### config.mk
export PLATFORM = sky130hd
export DESIGN_NAME = uart_tx_mmio
export DESIGN_NICKNAME = d
export VERILOG_FILES = /design/src/rtl/uart_tx_mmio.sv
export SDC_FILE = /design/constraint.sdc
export NUM_CORES = 1
export LEC_CHECK = 0
export ABC_AREA = 1
export BUFFER_PORTS_ARGS = -buffer_cell sky130_fd_sc_hd__buf_2
export CORE_ASPECT_RATIO = 1.2
export CORE_MARGIN = 2
export CORE_UTILIZATION = 49
export CTS_CLUSTER_DIAMETER = 30
export DETAILED_ROUTE_END_ITERATION = 16
export MAX_ROUTING_LAYER = met4
export PLACE_DENSITY = 0.73
export SYNTH_ARGS = -nofsm -noshare
export SYNTH_HDL_FRONTEND = slang
export SYNTH_SLANG_ARGS = --single-unit
### constraint.sdc
create_clock -name clk -period 4.5 [get_ports clk]
set_input_delay 0.9 -clock clk [delete_from_list [all_inputs] [get_ports clk]]
set_output_delay 0.9 -clock clk [all_outputs]
set_load 0.005 [all_outputs]
### src/rtl/uart_tx_mmio.sv
// uart_tx_mmio: memory-mapped 8N1 UART transmitter on the cpu data-memory bus.
// Firmware stores bytes to TXDATA. They queue in a small FIFO and are
// serialised LSB first on tx, so debug output never stalls the processor.
// The block runs on the free-running clk.
//
// Register window at BASE_ADDR (word-aligned, 8 bytes):
//   +0 TXDATA  W: push write_data[7:0]; R: 0
//   +4 STATUS  R: {28'b0, ovf, active, empty, full}; W: bit3=1 clears ovf
//
// Ports:
//   clk         system clock, rising edge
//   reset       asynchronous active-high reset
//   addr        cpu data-memory address
//   write_data  cpu store data
//   memwrite    store strobe
//   memread     load strobe
//   read_data   load data (combinational)
//   tx          serial line, idle high, registered
//   busy        FIFO non-empty or a frame in flight
module uart_tx_mmio #(
  parameter int unsigned CLK_HZ     = 12000000,
  parameter int unsigned BAUD       = 115200,
  parameter logic [31:0] BASE_ADDR  = 32'h0000_2000,
  parameter int unsigned FIFO_DEPTH = 8
) (
  input  logic        clk,
  input  logic        reset,
  input  logic [31:0] addr,
  input  logic [31:0] write_data,
  input  logic        memwrite,
  input  logic        memread,
  output logic [31:0] read_data,
  output logic        tx,
  output logic        busy
);

  localparam int unsigned DIV       = (CLK_HZ + BAUD / 2) / BAUD;
  localparam int unsigned CNT_W     = $clog2(DIV);
  localparam int unsigned AW        = $clog2(FIFO_DEPTH);
  localparam int unsigned PTR_W     = AW + 1;
  localparam logic [31:0] STAT_ADDR = BASE_ADDR + 32'd4;

  typedef enum logic [1:0] {
    S_IDLE,
    S_START,
    S_DATA,
    S_STOP
  } state_e;

  state_e             state_q, state_d;
  logic [CNT_W-1:0]   cnt_q, cnt_d;
  logic [2:0]         bit_q, bit_d;
  logic [7:0]         shift_q, shift_d;
  logic               tx_q, tx_d;
  logic               ovf_q, ovf_d;
  logic               busy_q, busy_d;
  logic [PTR_W-1:0]   wptr_q, wptr_d, rptr_q, rptr_d;
  logic [7:0]         mem_q [FIFO_DEPTH];

  logic sel_data_c, sel_stat_c;
  logic full_c, empty_c, push_c, pop_c, active_c;
  logic unused_wdata_c;

  // Exact-match decode; BASE_ADDR is word-aligned, so unaligned addresses never select.
  assign sel_data_c = (addr == BASE_ADDR);
  assign sel_stat_c = (addr == STAT_ADDR);

  assign unused_wdata_c = ^write_data[31:8];

  // Pointers carry one extra wrap bit to tell full from empty.
  assign empty_c  = (wptr_q == rptr_q);
  assign full_c   = (wptr_q[PTR_W-1] != rptr_q[PTR_W-1]) &&
                    (wptr_q[AW-1:0] == rptr_q[AW-1:0]);
  assign push_c   = memwrite && sel_data_c && !full_c;
  assign active_c = (state_q != S_IDLE);

  // Bus read mux; zero unless a load hits STATUS.
  always_comb begin
    read_data = 32'b0;
    if (memread && sel_stat_c) begin
      read_data = {28'b0, ovf_q, active_c, empty_c, full_c};
    end
  end

  // FIFO storage; contents need no reset because the pointers gate them.
  always_ff @(posedge clk) begin
    if (push_c) begin
      mem_q[wptr_q[AW-1:0]] <= write_data[7:0];
    end
  end

  // Serialiser next-state logic.
  always_comb begin
    state_d = state_q;
    cnt_d   = cnt_q;
    bit_d   = bit_q;
    shift_d = shift_q;
    tx_d    = tx_q;
    pop_c   = 1'b0;
    unique case (state_q)
      S_IDLE: begin
        tx_d = 1'b1;
        if (!empty_c) begin
          pop_c   = 1'b1;
          shift_d = mem_q[rptr_q[AW-1:0]];
          state_d = S_START;
          tx_d    = 1'b0;
          cnt_d   = CNT_W'(DIV - 1);
        end
      end
      S_START: begin
        if (cnt_q == '0) begin
          state_d = S_DATA;
          bit_d   = 3'd0;
          tx_d    = shift_q[0];
          cnt_d   = CNT_W'(DIV - 1);
        end else begin
          cnt_d = cnt_q - CNT_W'(1);
        end
      end
      S_DATA: begin
        if (cnt_q == '0) begin
          cnt_d = CNT_W'(DIV - 1);
          if (bit_q == 3'd7) begin
            state_d = S_STOP;
            tx_d    = 1'b1;
          end else begin
            shift_d = shift_q >> 1;
            tx_d    = shift_q[1];
            bit_d   = bit_q + 3'd1;
          end
        end else begin
          cnt_d = cnt_q - CNT_W'(1);
        end
      end
      S_STOP: begin
        if (cnt_q == '0) begin
          // Chain straight into the next start bit when more data is queued.
          if (!empty_c) begin
            pop_c   = 1'b1;
            shift_d = mem_q[rptr_q[AW-1:0]];
            state_d = S_START;
            tx_d    = 1'b0;
            cnt_d   = CNT_W'(DIV - 1);
          end else begin
            state_d = S_IDLE;
            tx_d    = 1'b1;
          end
        end else begin
          cnt_d = cnt_q - CNT_W'(1);
        end
      end
      default: begin
        state_d = S_IDLE;
        tx_d    = 1'b1;
      end
    endcase
  end

  // Pointer, sticky overflow and busy next-state.
  always_comb begin
    wptr_d = wptr_q + PTR_W'(push_c);
    rptr_d = rptr_q + PTR_W'(pop_c);
    ovf_d  = ovf_q;
    if (memwrite && sel_stat_c && write_data[3]) begin
      ovf_d = 1'b0;
    end
    // An overflowing push wins over a clear on the same edge.
    if (memwrite && sel_data_c && full_c) begin
      ovf_d = 1'b1;
    end
    busy_d = (state_d != S_IDLE) || (wptr_d != rptr_d);
  end

  // State registers.
  always_ff @(posedge clk or posedge reset) begin
    if (reset) begin
      state_q <= S_IDLE;
      cnt_q   <= '0;
      bit_q   <= 3'd0;
      shift_q <= 8'd0;
      tx_q    <= 1'b1;
      ovf_q   <= 1'b0;
      busy_q  <= 1'b0;
      wptr_q  <= '0;
      rptr_q  <= '0;
    end else begin
      state_q <= state_d;
      cnt_q   <= cnt_d;
      bit_q   <= bit_d;
      shift_q <= shift_d;
      tx_q    <= tx_d;
      ovf_q   <= ovf_d;
      busy_q  <= busy_d;
      wptr_q  <= wptr_d;
      rptr_q  <= rptr_d;
    end
  end

  assign tx   = tx_q;
  assign busy = busy_q;

endmodule

==> flow_summary.json, run 1 <==
{
  "critical_path.cell_chain": "buf_4, inv_2, nand2_1, nand2_1, nor2_2, nand2_2, nor2_1, buf_2",
  "maximum_number_of_pins_on_one_net_before_global_route_repair": 36,
  "power_leakage_nw": 2.413,
  "gr-usage-met2_pct": 35.29,
  "core_area_mm2": 0.009515,
  "holdBufCountCts": 0,
  "layout.cells.most_common": "sky130_fd_sc_hd__nand2_1",
  "port_buffers": 49,
  "end_kind": "output pin",
  "timing.max_slew.rel_slack_pct": 38.18,
  "dp_hpwl_mm": 6.500,
  "clock_sink_count": 95,
  "die_height_um": 112.1,
  "cts_repair_resize_count": 0,
  "finalNetCount": 651,
  "timing.hold.ws_ns": 0.4805,
  "ys_async_sr_fraction_pct": 32.63,
  "synth_ff_type": "sky130_fd_sc_hd__edfxtp_1",
  "antenna_found_initial": 0,
  "clock-skew-final_ns": 0.008914,
  "start_util_pct": 50.12,
  "cts-root-buf": "sky130_fd_sc_hd__clkbuf_16",
  "ratio_of_cells_with_drive_above_1_in_the_final_layout_pct": 15.80,
  "post_synth_num_cell_types": 33,
  "vias_per_cell": 4.990,
  "crit_start": "rptr_q[0]",
  "power-per-cell-area_mw_per_mm2": 336.2,
  "cts_tree": "done",
  "gr-total-overflow": 0,
  "antenna-diode-count": 0,
  "clock_latency_ns": 0.35,
  "synthesis.area_mm2": 0.004770,
  "drt_pre_antenna_iters": 4,
  "filler_cells": 821,
  "report.final.setup_viol": 0,
  "detail_route.iter0.violations": 191,
  "timing_worst_setup_path_type": "reg2out",
  "irDropWorstVdd_mv": 0.2709,
  "reg2reg_to": "busy",
  "whs_path_depth": 2,
  "clk_transition_reported_paths_ns": 0.07,
  "start_kind": "flip-flop",
  "gr-usage-met1_pct": 24.35,
  "max_stage_delay_ns": 0.34,
  "grt_setup_unrepaired": "false",
  "drt.antenna.violating_nets": 0,
  "groute.layer.met3.usage_pct": 3.221,
  "max_cap_viol_count": 0,
  "layout_common_cells": "sky130_fd_sc_hd__nand2_1, sky130_fd_sc_hd__edfxtp_1, sky130_fd_sc_hd__nor2_1",
  "synthesis.instances": 521,
  "drv_slew": 0,
  "worst_path_max_delay_cell": "sky130_fd_sc_hd__buf_4",
  "synthesis.area_per_instance_um2": 9.155,
  "first_pass_grt_wire_length_mm": 16.14,
  "r2r.worst_path.cells": 16,
  "yosys_warnings": 0,
  "post-route-drc-count": 0,
  "vias": 3488,
  "hp-start": "tx",
  "cts.htree.levels": 3,
  "worst_slew_pin_slew_ns": 0.9222,
  "worst_hold_class": "reg2reg",
  "worst_r2r_startpoint": "rptr_q[0]",
  "crit_arrival_ns": 2.20,
  "post-cts-setup-buffers": 0,
  "placementRows": 39,
  "design.portCount": 102,
  "groute.usage.overall_pct": 20.63,
  "synth_seq_area_share_pct": 56.58,
  "crit_top_cell": "sky130_fd_sc_hd__nand2_1",
  "cp_data_required_time_ns": 3.60,
  "globalplace.congestion": 0.8530,
  "synth-seq-cells": 95,
  "period_needed_ns": 3.100,
  "finalSetupTns_ns": 0,
  "wl_mm": 9.700,
  "setup.reg_to_reg.worst_slack_ns": 1.42,
  "finalHoldViolCount": 0,
  "post-route-period-util_pct": 68.89,
  "worst_hold_path.endpoint": "tx",
  "crit_fanout": 35,
  "fmaxAchievable_mhz": 322.6,
  "die_x_um": 94.07,
  "area_growth_syn_to_layout_pct": 11.99,
  "vias_in_the_first_global_route": 3442,
  "synth_edf_count": 64,
  "detail_route.wl_per_cell_um": 13.88,
  "grt.busiest_layer": "met2",
  "cts-root-to-sink-buffers": 2,
  "tritoncts.num_buffers": 9,
  "outcome": "finished, final reports clean",
  "die_ar_mm2": 0.01054
}
-- worst max-delay path: cells and delay by family (launching register included) --
kind,cells,cell delay [ns]
buffers and inverters,3,0.81
DFF,1,0.32
and+or+nand+nor,5,0.70
-- Yosys cell counts, types with 2 or more instances --
library cell / number / area, µm²
sky130_fd_sc_hd__a31oi_1: 6 / 37.54
sky130_fd_sc_hd__buf_4: 28 / 210.2
sky130_fd_sc_hd__inv_2: 5 / 18.77
sky130_fd_sc_hd__clkbuf_1: 4 / 15.01
sky130_fd_sc_hd__nor2_1: 61 / 229.0
sky130_fd_sc_hd__buf_2: 10 / 50.05
sky130_fd_sc_hd__ha_1: 12 / 150.1
sky130_fd_sc_hd__nor2_2: 3 / 18.77
sky130_fd_sc_hd__nand2_2: 2 / 12.51
sky130_fd_sc_hd__edfxtp_1: 64 / 1922
sky130_fd_sc_hd__nand4_1: 3 / 18.77
sky130_fd_sc_hd__nand3_1: 57 / 285.3
sky130_fd_sc_hd__xnor2_1: 5 / 43.79
sky130_fd_sc_hd__dfrtp_1: 30 / 750.7
sky130_fd_sc_hd__xor2_1: 3 / 26.28
sky130_fd_sc_hd__a21oi_1: 4 / 20.02
sky130_fd_sc_hd__nand2_1: 151 / 566.8
sky130_fd_sc_hd__nor3_1: 9 / 45.04
sky130_fd_sc_hd__o21ai_1: 2 / 10.01
sky130_fd_sc_hd__inv_1: 31 / 116.4
sky130_fd_sc_hd__buf_1: 2 / 7.510
sky130_fd_sc_hd__o21ai_0: 18 / 90.09
-- state kept, by name, summed over array words and instances, names as in the netlist, 2 cells and up --
name     flops
wptr_q       4
cnt_q        7
shift_q      8
mem_q       64
rptr_q       4
bit_q        3
state_q      2
-- layer usage --
layer / vias up / wire [µm]
met5: - / 0
met2: 77 / 5116
met1: 1624 / 4010
met4: 0 / 197
li1: 1771 / -
met3: 16 / 375
-- where the power goes --
| group | leakage [nW] | internal [mW] | switching (mW) | total [mW] |
|---|---|---|---|---|
| Clock | 0.138 | 0.387 | 0.352 | 0.738 |
| Sequential | 1.00 | 0.965 | 0.0175 | 0.982 |
| Combinational | 1.27 | 0.0312 | 0.0440 | 0.0752 |
-- area by class of cell --
type	count	area [µm²]	share of cell area [%]
multi-input cells	372	1763	33.01
clock inverters	7	60.06	1.124
clock buffers	9	225.2	4.216
well taps	123	153.9	2.881
flip-flops and latches	95	2699	50.53
repair buffers	57	305.3	5.716
inverters	36	135.1	2.530
-- stage by stage --
stage / power, mW / utilization, % / cells / worst slack, ns / cell area (µm²)
floorplan: 1.056 / - / 548 / 1.802 / 4871
global placement: 1.070 / 53.14 / 683 / 1.427 / 5056
detailed placement: 1.076 / 53.14 / 683 / 1.326 / 5056
CTS: 1.804 / 56.13 / 699 / 1.417 / 5341
global route: 1.853 / 56.13 / 699 / 1.090 / 5341
finish: 1.796 / 56.13 / 699 / 1.400 / 5341
-- worst max path at each step --
stage | endpoint | slack, ns | depth (start not counted)
after CTS | read_data[1] | 1.42 | 8
after global placement | busy | 1.43 | 16
final | read_data[1] | 1.40 | 8
after global routing | busy | 1.09 | 16
after floorplan | busy | 1.80 | 15
after detailed placement | busy | 1.33 | 16
-- cell families (layout without fill, tap and decap cells) --
logic type,after synthesis,in the layout,share of synthesized area (%)
adders and majority gates,12,12,3.148
AOI/OAI and AO/OA,35,35,4.276
xor gates and xnor gates,8,8,1.469
buffers and inverters,81,109,8.998
DFF,95,95,56.58
and+or+nand+nor,289,289,25.45
other,1,28,0.07862
(Power assumes the default switching activity.)
==> run 2: changes to the inputs <==
clock period = 3.02 ns   (was 4.5 ns; I/O delays follow)
==> run 2 against run 1 <==
Against the previous run:
- flip-flop and latch count unchanged
- final cell count is 1.4% higher
- critical path depth rose by 7
- highest routed layer unchanged
==> flow_summary.json, run 2 (synthesized netlist as in run 1, its figures left out) <==
{
  "gr-total-overflow": 0,
  "maximum_number_of_pins_on_one_net_before_global_route_repair": 33,
  "cts-root-to-sink-buffers": 2,
  "port_buffers": 49,
  "clock_latency_ns": 0.34,
  "cts_repair_resize_count": 0,
  "drt_pre_antenna_iters": 4,
  "start_kind": "flip-flop",
  "dpl_worst_slack_ns": 0.3518,
  "cp_data_required_time_ns": 3.25,
  "ratio_of_cells_with_drive_above_1_in_the_final_layout_pct": 16.72,
  "post-route-period-util_pct": 85.32,
  "design.portCount": 102,
  "max_cap_viol_count": 0,
  "crit_arrival_ns": 2.81,
  "drv_slew": 0,
  "finalHoldViolCount": 0,
  "fmaxAchievable_mhz": 388.1,
  "die_x_um": 94.07,
  "finalSetupTns_ns": 0,
  "finalNetCount": 661,
  "detail_route.iter0.violations": 188,
  "worst_hold_class": "in2async",
  "timing.max_slew.rel_slack_pct": 65.69,
  "timing.hold.ws_ns": 0.3422,
  "detailed_place.area_mm2": 0.005111,
  "critical_path.cell_chain": "inv_2, nand2_1, nand2_1, nor2_2, nand3_1, nand4_2, inv_1, ha_1, ha_1, xnor2_1, nand3_1, nor2_1, nand2_1, a21oi_1, nand2_1",
  "irDropWorstVdd_mv": 0.3760,
  "largest_register_ffs": 64,
  "area_growth_syn_to_layout_pct": 13.80,
  "setup.reg_to_reg.worst_slack_ns": 0.44,
  "antenna_found_initial": 0,
  "post-cts-setup-buffers": 0,
  "power-per-cell-area_mw_per_mm2": 507.0,
  "layout.cells.most_common": "sky130_fd_sc_hd__nand2_1",
  "cts-root-buf": "sky130_fd_sc_hd__clkbuf_16",
  "crit_top_cell": "sky130_fd_sc_hd__nand2_1",
  "die_height_um": 112.1,
  "final_core_utilization_pct": 57.04,
  "r2r.worst_path.cells": 15,
  "max_stage_delay_ns": 0.60,
  "holdBufCountCts": 0,
  "core_area_mm2": 0.009515,
  "vias_per_cell": 5.107,
  "worst_slew_pin_slew_ns": 0.5141,
  "clock-skew-final_ns": 0.007978,
  "clock_sink_count": 95,
  "placementRows": 39,
  "globalplace.congestion": 0.8397,
  "worst_r2r_startpoint": "rptr_q[0]",
  "outcome": "finished, final reports clean",
  "period_needed_ns": 2.577,
  "dp_hpwl_mm": 6.595,
  "layout_common_cells": "sky130_fd_sc_hd__nand2_1, sky130_fd_sc_hd__edfxtp_1, sky130_fd_sc_hd__nor2_1",
  "vias_in_the_first_global_route": 3508,
  "antenna-diode-count": 0,
  "final.setup.worst_slack_ns": 0.4435,
  "drt.antenna.violating_nets": 0,
  "tritoncts.num_buffers": 9,
  "power_leakage_nw": 2.476,
  "placed_cells_incl_taps": 693,
  "final_cells": 709,
  "detail_route.wl_per_cell_um": 14.07,
  "end_kind": "flip-flop",
  "crit_fanout": 12,
  "filler_cells": 801,
  "reg2reg_to": "busy",
  "wl_mm": 9.974,
  "summed_area_of_non_filler_cells_in_the_final_layout_mm2": 0.005428,
  "timing_worst_setup_path_type": "reg2reg",
  "groute.usage.overall_pct": 21.08,
  "grt_setup_unrepaired": "false",
  "cts_tree": "done",
  "cts.htree.levels": 3,
  "vias": 3621,
  "clk_transition_reported_paths_ns": 0.07,
  "total_power_mw": 2.752,
  "first_pass_grt_wire_length_mm": 16.66,
  "report.final.setup_viol": 0,
  "post-route-drc-count": 0,
  "worst_path_max_delay_cell": "sky130_fd_sc_hd__dfrtp_1",
  "start_util_pct": 50.12,
  "die_ar_mm2": 0.01054
}
run 2: cell count changes in the layout (fill, tap and decap cells not counted):
cell / previous run / this run
sky130_fd_sc_hd__clkinv_1: 1 / 0
sky130_fd_sc_hd__nor3_1: 5 / 9
sky130_fd_sc_hd__inv_8: 2 / 1
sky130_fd_sc_hd__nor3_2: 4 / 0
sky130_fd_sc_hd__bufinv_16: 0 / 1
sky130_fd_sc_hd__clkinv_8: 0 / 1
sky130_fd_sc_hd__inv_6: 3 / 1
sky130_fd_sc_hd__buf_4: 8 / 18
sky130_fd_sc_hd__clkinv_4: 0 / 2
run 2: how the worst max path moves through the flow:
stage              start   end  slack (ns)  cells past startpoint
2_1_floorplan    addr[4]  busy        0.62                     15
5_1_grt        rptr_q[0]  busy        0.15                     15
3_5_place_dp    addr[27]  busy        0.35                     16
3_3_place_gp     addr[3]  busy        0.42                     16
6_report       rptr_q[0]  busy        0.44                     15
4_1_cts        rptr_q[0]  busy        0.43                     15
run 2: cell type report:
cell class / count / area (µm²) / share of cell area, %
clock inverter: 7 / 91.34 / 1.683
clock buffer: 9 / 225.2 / 4.149
tap: 123 / 153.9 / 2.835
timing repair buffer: 67 / 380.4 / 7.008
multi-input combinational: 372 / 1743 / 32.11
inverter: 36 / 135.1 / 2.490
sequential: 95 / 2699 / 49.72
run 2: critical path: cells and delay by family, from the launching register on:
kind / cells / cell delay (ns)
simple gates: 9 / 0.91
compound gates: 1 / 0.12
flops: 1 / 0.60
buf+inv: 2 / 0.11
fa+ha+maj: 2 / 0.54
xor+xnor: 1 / 0.17
run 2: routing by layer:
layer	vias to the layer above	part of all wire [%]	global-route usage, %
met1	1731	40	24.41
met2	93	53	36.43
met3	17	5.1	3.893
met4	0	1.9	7.633
met5	-	0	-
li1	1780	-	-
run 2: power by group:
group,internal [mW],switching [mW],leakage [nW]
logic,0.0468,0.0681,1.32
registers,1.44,0.0271,1.00
clock network,0.660,0.512,0.151
total,2.14,0.607,2.48
==> run 3: changes to the inputs <==
--- a/config.mk
+++ b/config.mk
@@ -7,3 +7,2 @@
 export LEC_CHECK = 0
-export ABC_AREA = 1
 export BUFFER_PORTS_ARGS = -buffer_cell sky130_fd_sc_hd__buf_2
--- a/constraint.sdc
+++ b/constraint.sdc
@@ -3,2 +3,2 @@
 set_output_delay 0.604 -clock clk [all_outputs]
-set_load 0.005 [all_outputs]
+set_load 0.02 [all_outputs]
==> run 3 against run 2 <==
Against the previous run:
- sequential power barely moved
- register-to-register slack lost 0.13 ns
- clock power hardly changed
- fmax shrank 5.8%
- clock skew decreased by 0.00064 ns
- critical endpoint unchanged
==> flow_summary.json, run 3 <==
{
  "synthesis.area_per_instance_um2": 13.59,
  "synthesis.area_mm2": 0.004662,
  "worst_hold_class": "in2async",
  "core_area_mm2": 0.009369,
  "worst_slew_pin_slew_ns": 0.6240,
  "finalSetupTns_ns": 0,
  "end_kind": "flip-flop",
  "fmaxAchievable_mhz": 365.4,
  "max_cap_viol_count": 0,
  "post_synth_num_cell_types": 50,
  "power_leakage_nw": 2.099,
  "layout_common_cells": "sky130_fd_sc_hd__edfxtp_1, sky130_fd_sc_hd__buf_2, sky130_fd_sc_hd__dfrtp_1",
  "tritoncts.num_buffers": 9,
  "start_kind": "primary input",
  "placed_cells_incl_taps": 518,
  "gr-total-overflow": 0,
  "report.final.setup_viol": 0,
  "area_growth_syn_to_layout_pct": 14.39,
  "clk_transition_reported_paths_ns": 0.07,
  "period_needed_ns": 2.736,
  "irDropWorstVdd_mv": 0.4931,
  "dp_hpwl_mm": 6.068,
  "antenna-diode-count": 0,
  "die_height_um": 110.9,
  "outcome": "finished, final reports clean",
  "cp_data_required_time_ns": 3.23,
  "port_buffers": 49,
  "yosys-top-cells-area": "sky130_fd_sc_hd__edfxtp_1, sky130_fd_sc_hd__dfrtp_1, sky130_fd_sc_hd__mux4_2, sky130_fd_sc_hd__buf_4, sky130_fd_sc_hd__ha_1",
  "groute.usage.overall_pct": 18.89,
  "cts-root-to-sink-buffers": 2,
  "holdBufCountCts": 0,
  "setup.reg_to_reg.worst_slack_ns": 0.31,
  "globalplace.congestion": 0.9094,
  "power-per-cell-area_mw_per_mm2": 525.9,
  "antenna_found_initial": 0,
  "cts_tree": "done",
  "vias_in_the_first_global_route": 2817,
  "vias": 2862,
  "layout.cells.most_common": "sky130_fd_sc_hd__edfxtp_1",
  "drt.antenna.violating_nets": 0,
  "maximum_number_of_pins_on_one_net_before_global_route_repair": 32,
  "grt_setup_unrepaired": "false",
  "synth-seq-cells": 95,
  "detail_route.wl_per_cell_um": 16.29,
  "finalNetCount": 486,
  "post-synth-top-count-cell": "sky130_fd_sc_hd__edfxtp_1",
  "post-route-period-util_pct": 90.61,
  "synth_ff_type": "sky130_fd_sc_hd__edfxtp_1",
  "cts.htree.levels": 3,
  "crit_fanout": 2,
  "drv_slew": 0,
  "largest_area_contributor_in_the_synthesized_netlist": "sky130_fd_sc_hd__edfxtp_1",
  "vias_per_cell": 5.360,
  "final_cells": 534,
  "yosys_warnings": 0,
  "die_ar_mm2": 0.01031,
  "r2r.worst_path.cells": 13,
  "largest_register_ffs": 64,
  "synth.cells.most_frequent": "sky130_fd_sc_hd__edfxtp_1, sky130_fd_sc_hd__dfrtp_1, sky130_fd_sc_hd__buf_4, sky130_fd_sc_hd__nor2_1",
  "filler_cells": 767,
  "synthesis.instances": 343,
  "synth_edf_count": 64,
  "detail_route.iter0.violations": 103,
  "ys_async_sr_fraction_pct": 32.63,
  "design.portCount": 102,
  "cts-root-buf": "sky130_fd_sc_hd__clkbuf_16",
  "clock_latency_ns": 0.35,
  "detailed_place.area_mm2": 0.005022,
  "first_pass_grt_wire_length_mm": 14.34,
  "worst_r2r_startpoint": "cnt_q[1]",
  "post-cts-setup-buffers": 0,
  "die_x_um": 93.04,
  "synth_seq_area_share_pct": 57.89,
  "clock-skew-final_ns": 0.007343,
  "timing_worst_setup_path_type": "in2reg",
  "synth_top_area_share_pct": 41.22,
  "clock_sink_count": 95,
  "crit_arrival_ns": 2.95,
  "drt_pre_antenna_iters": 4,
  "cts_repair_resize_count": 0,
  "post-route-drc-count": 0,
  "summed_area_of_non_filler_cells_in_the_final_layout_mm2": 0.005333,
  "placementRows": 39,
  "final_core_utilization_pct": 56.92,
  "start_util_pct": 49.76,
  "timing.max_slew.rel_slack_pct": 58.26,
  "wl_mm": 8.699,
  "reg2reg_to": "busy",
  "ratio_of_cells_with_drive_above_1_in_the_final_layout_pct": 28.95,
  "finalHoldViolCount": 0
}
## run 3: cell types whose count changed after synthesis, moves of 10 or more
cell | before | now
sky130_fd_sc_hd__inv_1 | 31 | 12
sky130_fd_sc_hd__nor2_1 | 61 | 26
sky130_fd_sc_hd__nand3_1 | 57 | 6
sky130_fd_sc_hd__nor4_1 | 0 | 10
sky130_fd_sc_hd__mux4_2 | 0 | 16
sky130_fd_sc_hd__nand2_1 | 151 | 11
## run 3: logic make-up after synthesis
| group | after synthesis | synth area share [%] |
|---|---|---|
| flip-flops | 95 | 57.89 |
| AND/OR/NAND/NOR | 94 | 11.38 |
| buffers and inverters | 53 | 6.710 |
| AO/OA/AOI/OAI | 43 | 6.737 |
| multiplexers | 32 | 11.54 |
| XOR/XNOR | 13 | 2.442 |
| adder cells (fa/ha/maj) | 12 | 3.221 |
| other | 1 | 0.08044 |
## run 3: area by class of cell
class | count | area, µm² | share of cell area (%)
Tap cell | 123 | 153.9 | 2.886
Clock inverter | 7 | 85.08 | 1.595
Clock buffer | 9 | 225.2 | 4.223
Multi-Input combinational cell | 222 | 1752 | 32.85
Sequential cell | 95 | 2699 | 50.61
Inverter | 12 | 45.04 | 0.8447
Timing Repair Buffer | 66 | 372.9 | 6.992
## run 3: worst max-delay path: stages
cell and delay (ns):
sky130_fd_sc_hd__buf_2 0.09, sky130_fd_sc_hd__nor4_1 0.35, sky130_fd_sc_hd__and4_1 0.33, sky130_fd_sc_hd__nand3_1 0.12, sky130_fd_sc_hd__nor3_1 0.22, sky130_fd_sc_hd__ha_1 0.21, sky130_fd_sc_hd__ha_1 0.16, sky130_fd_sc_hd__xor2_1 0.24
sky130_fd_sc_hd__xnor2_1 0.16, sky130_fd_sc_hd__nand3_1 0.10, sky130_fd_sc_hd__nor3_1 0.23, sky130_fd_sc_hd__o31ai_1 0.12
## run 3: report_power, final
group,leakage (nW),internal (mW),switching (mW)
Combinational,0.941,0.0771,0.0988
Clock,0.153,0.660,0.503
Sequential,1.00,1.44,0.0280
Total,2.10,2.17,0.629
## run 3: routing by layer
layer	routed length, µm	part of all wire (%)	global-route usage, %
met1	3519	40	22.22
met2	4626	53	31.88
met3	347	4.0	3.127
met4	205	2.4	8.235
met5	0	0	-
## run 3: metrics by stage
stage	power, mW	hold WS, ns	worst slack (ns)
2_1_floorplan	1.629	0.4804	0.3052
3_3_place_gp	1.656	0.4844	0.02071
3_5_place_dp	1.665	0.4750	-0.09966
4_1_cts	2.828	0.3369	0.2313
5_1_grt	2.904	0.3740	0.01651
6_report	2.804	0.3371	0.2835
## run 3: how the worst max path moves through the flow
stage	cells after the start	from	endpoint	slack (ns)
6_report	12	addr[30]	busy	0.28
5_1_grt	13	cnt_q[1]	busy	0.02
4_1_cts	12	addr[30]	busy	0.23
3_5_place_dp	12	addr[30]	busy	-0.1
3_3_place_gp	12	addr[30]	busy	0.02
2_1_floorplan	14	cnt_q[0]	busy	0.31
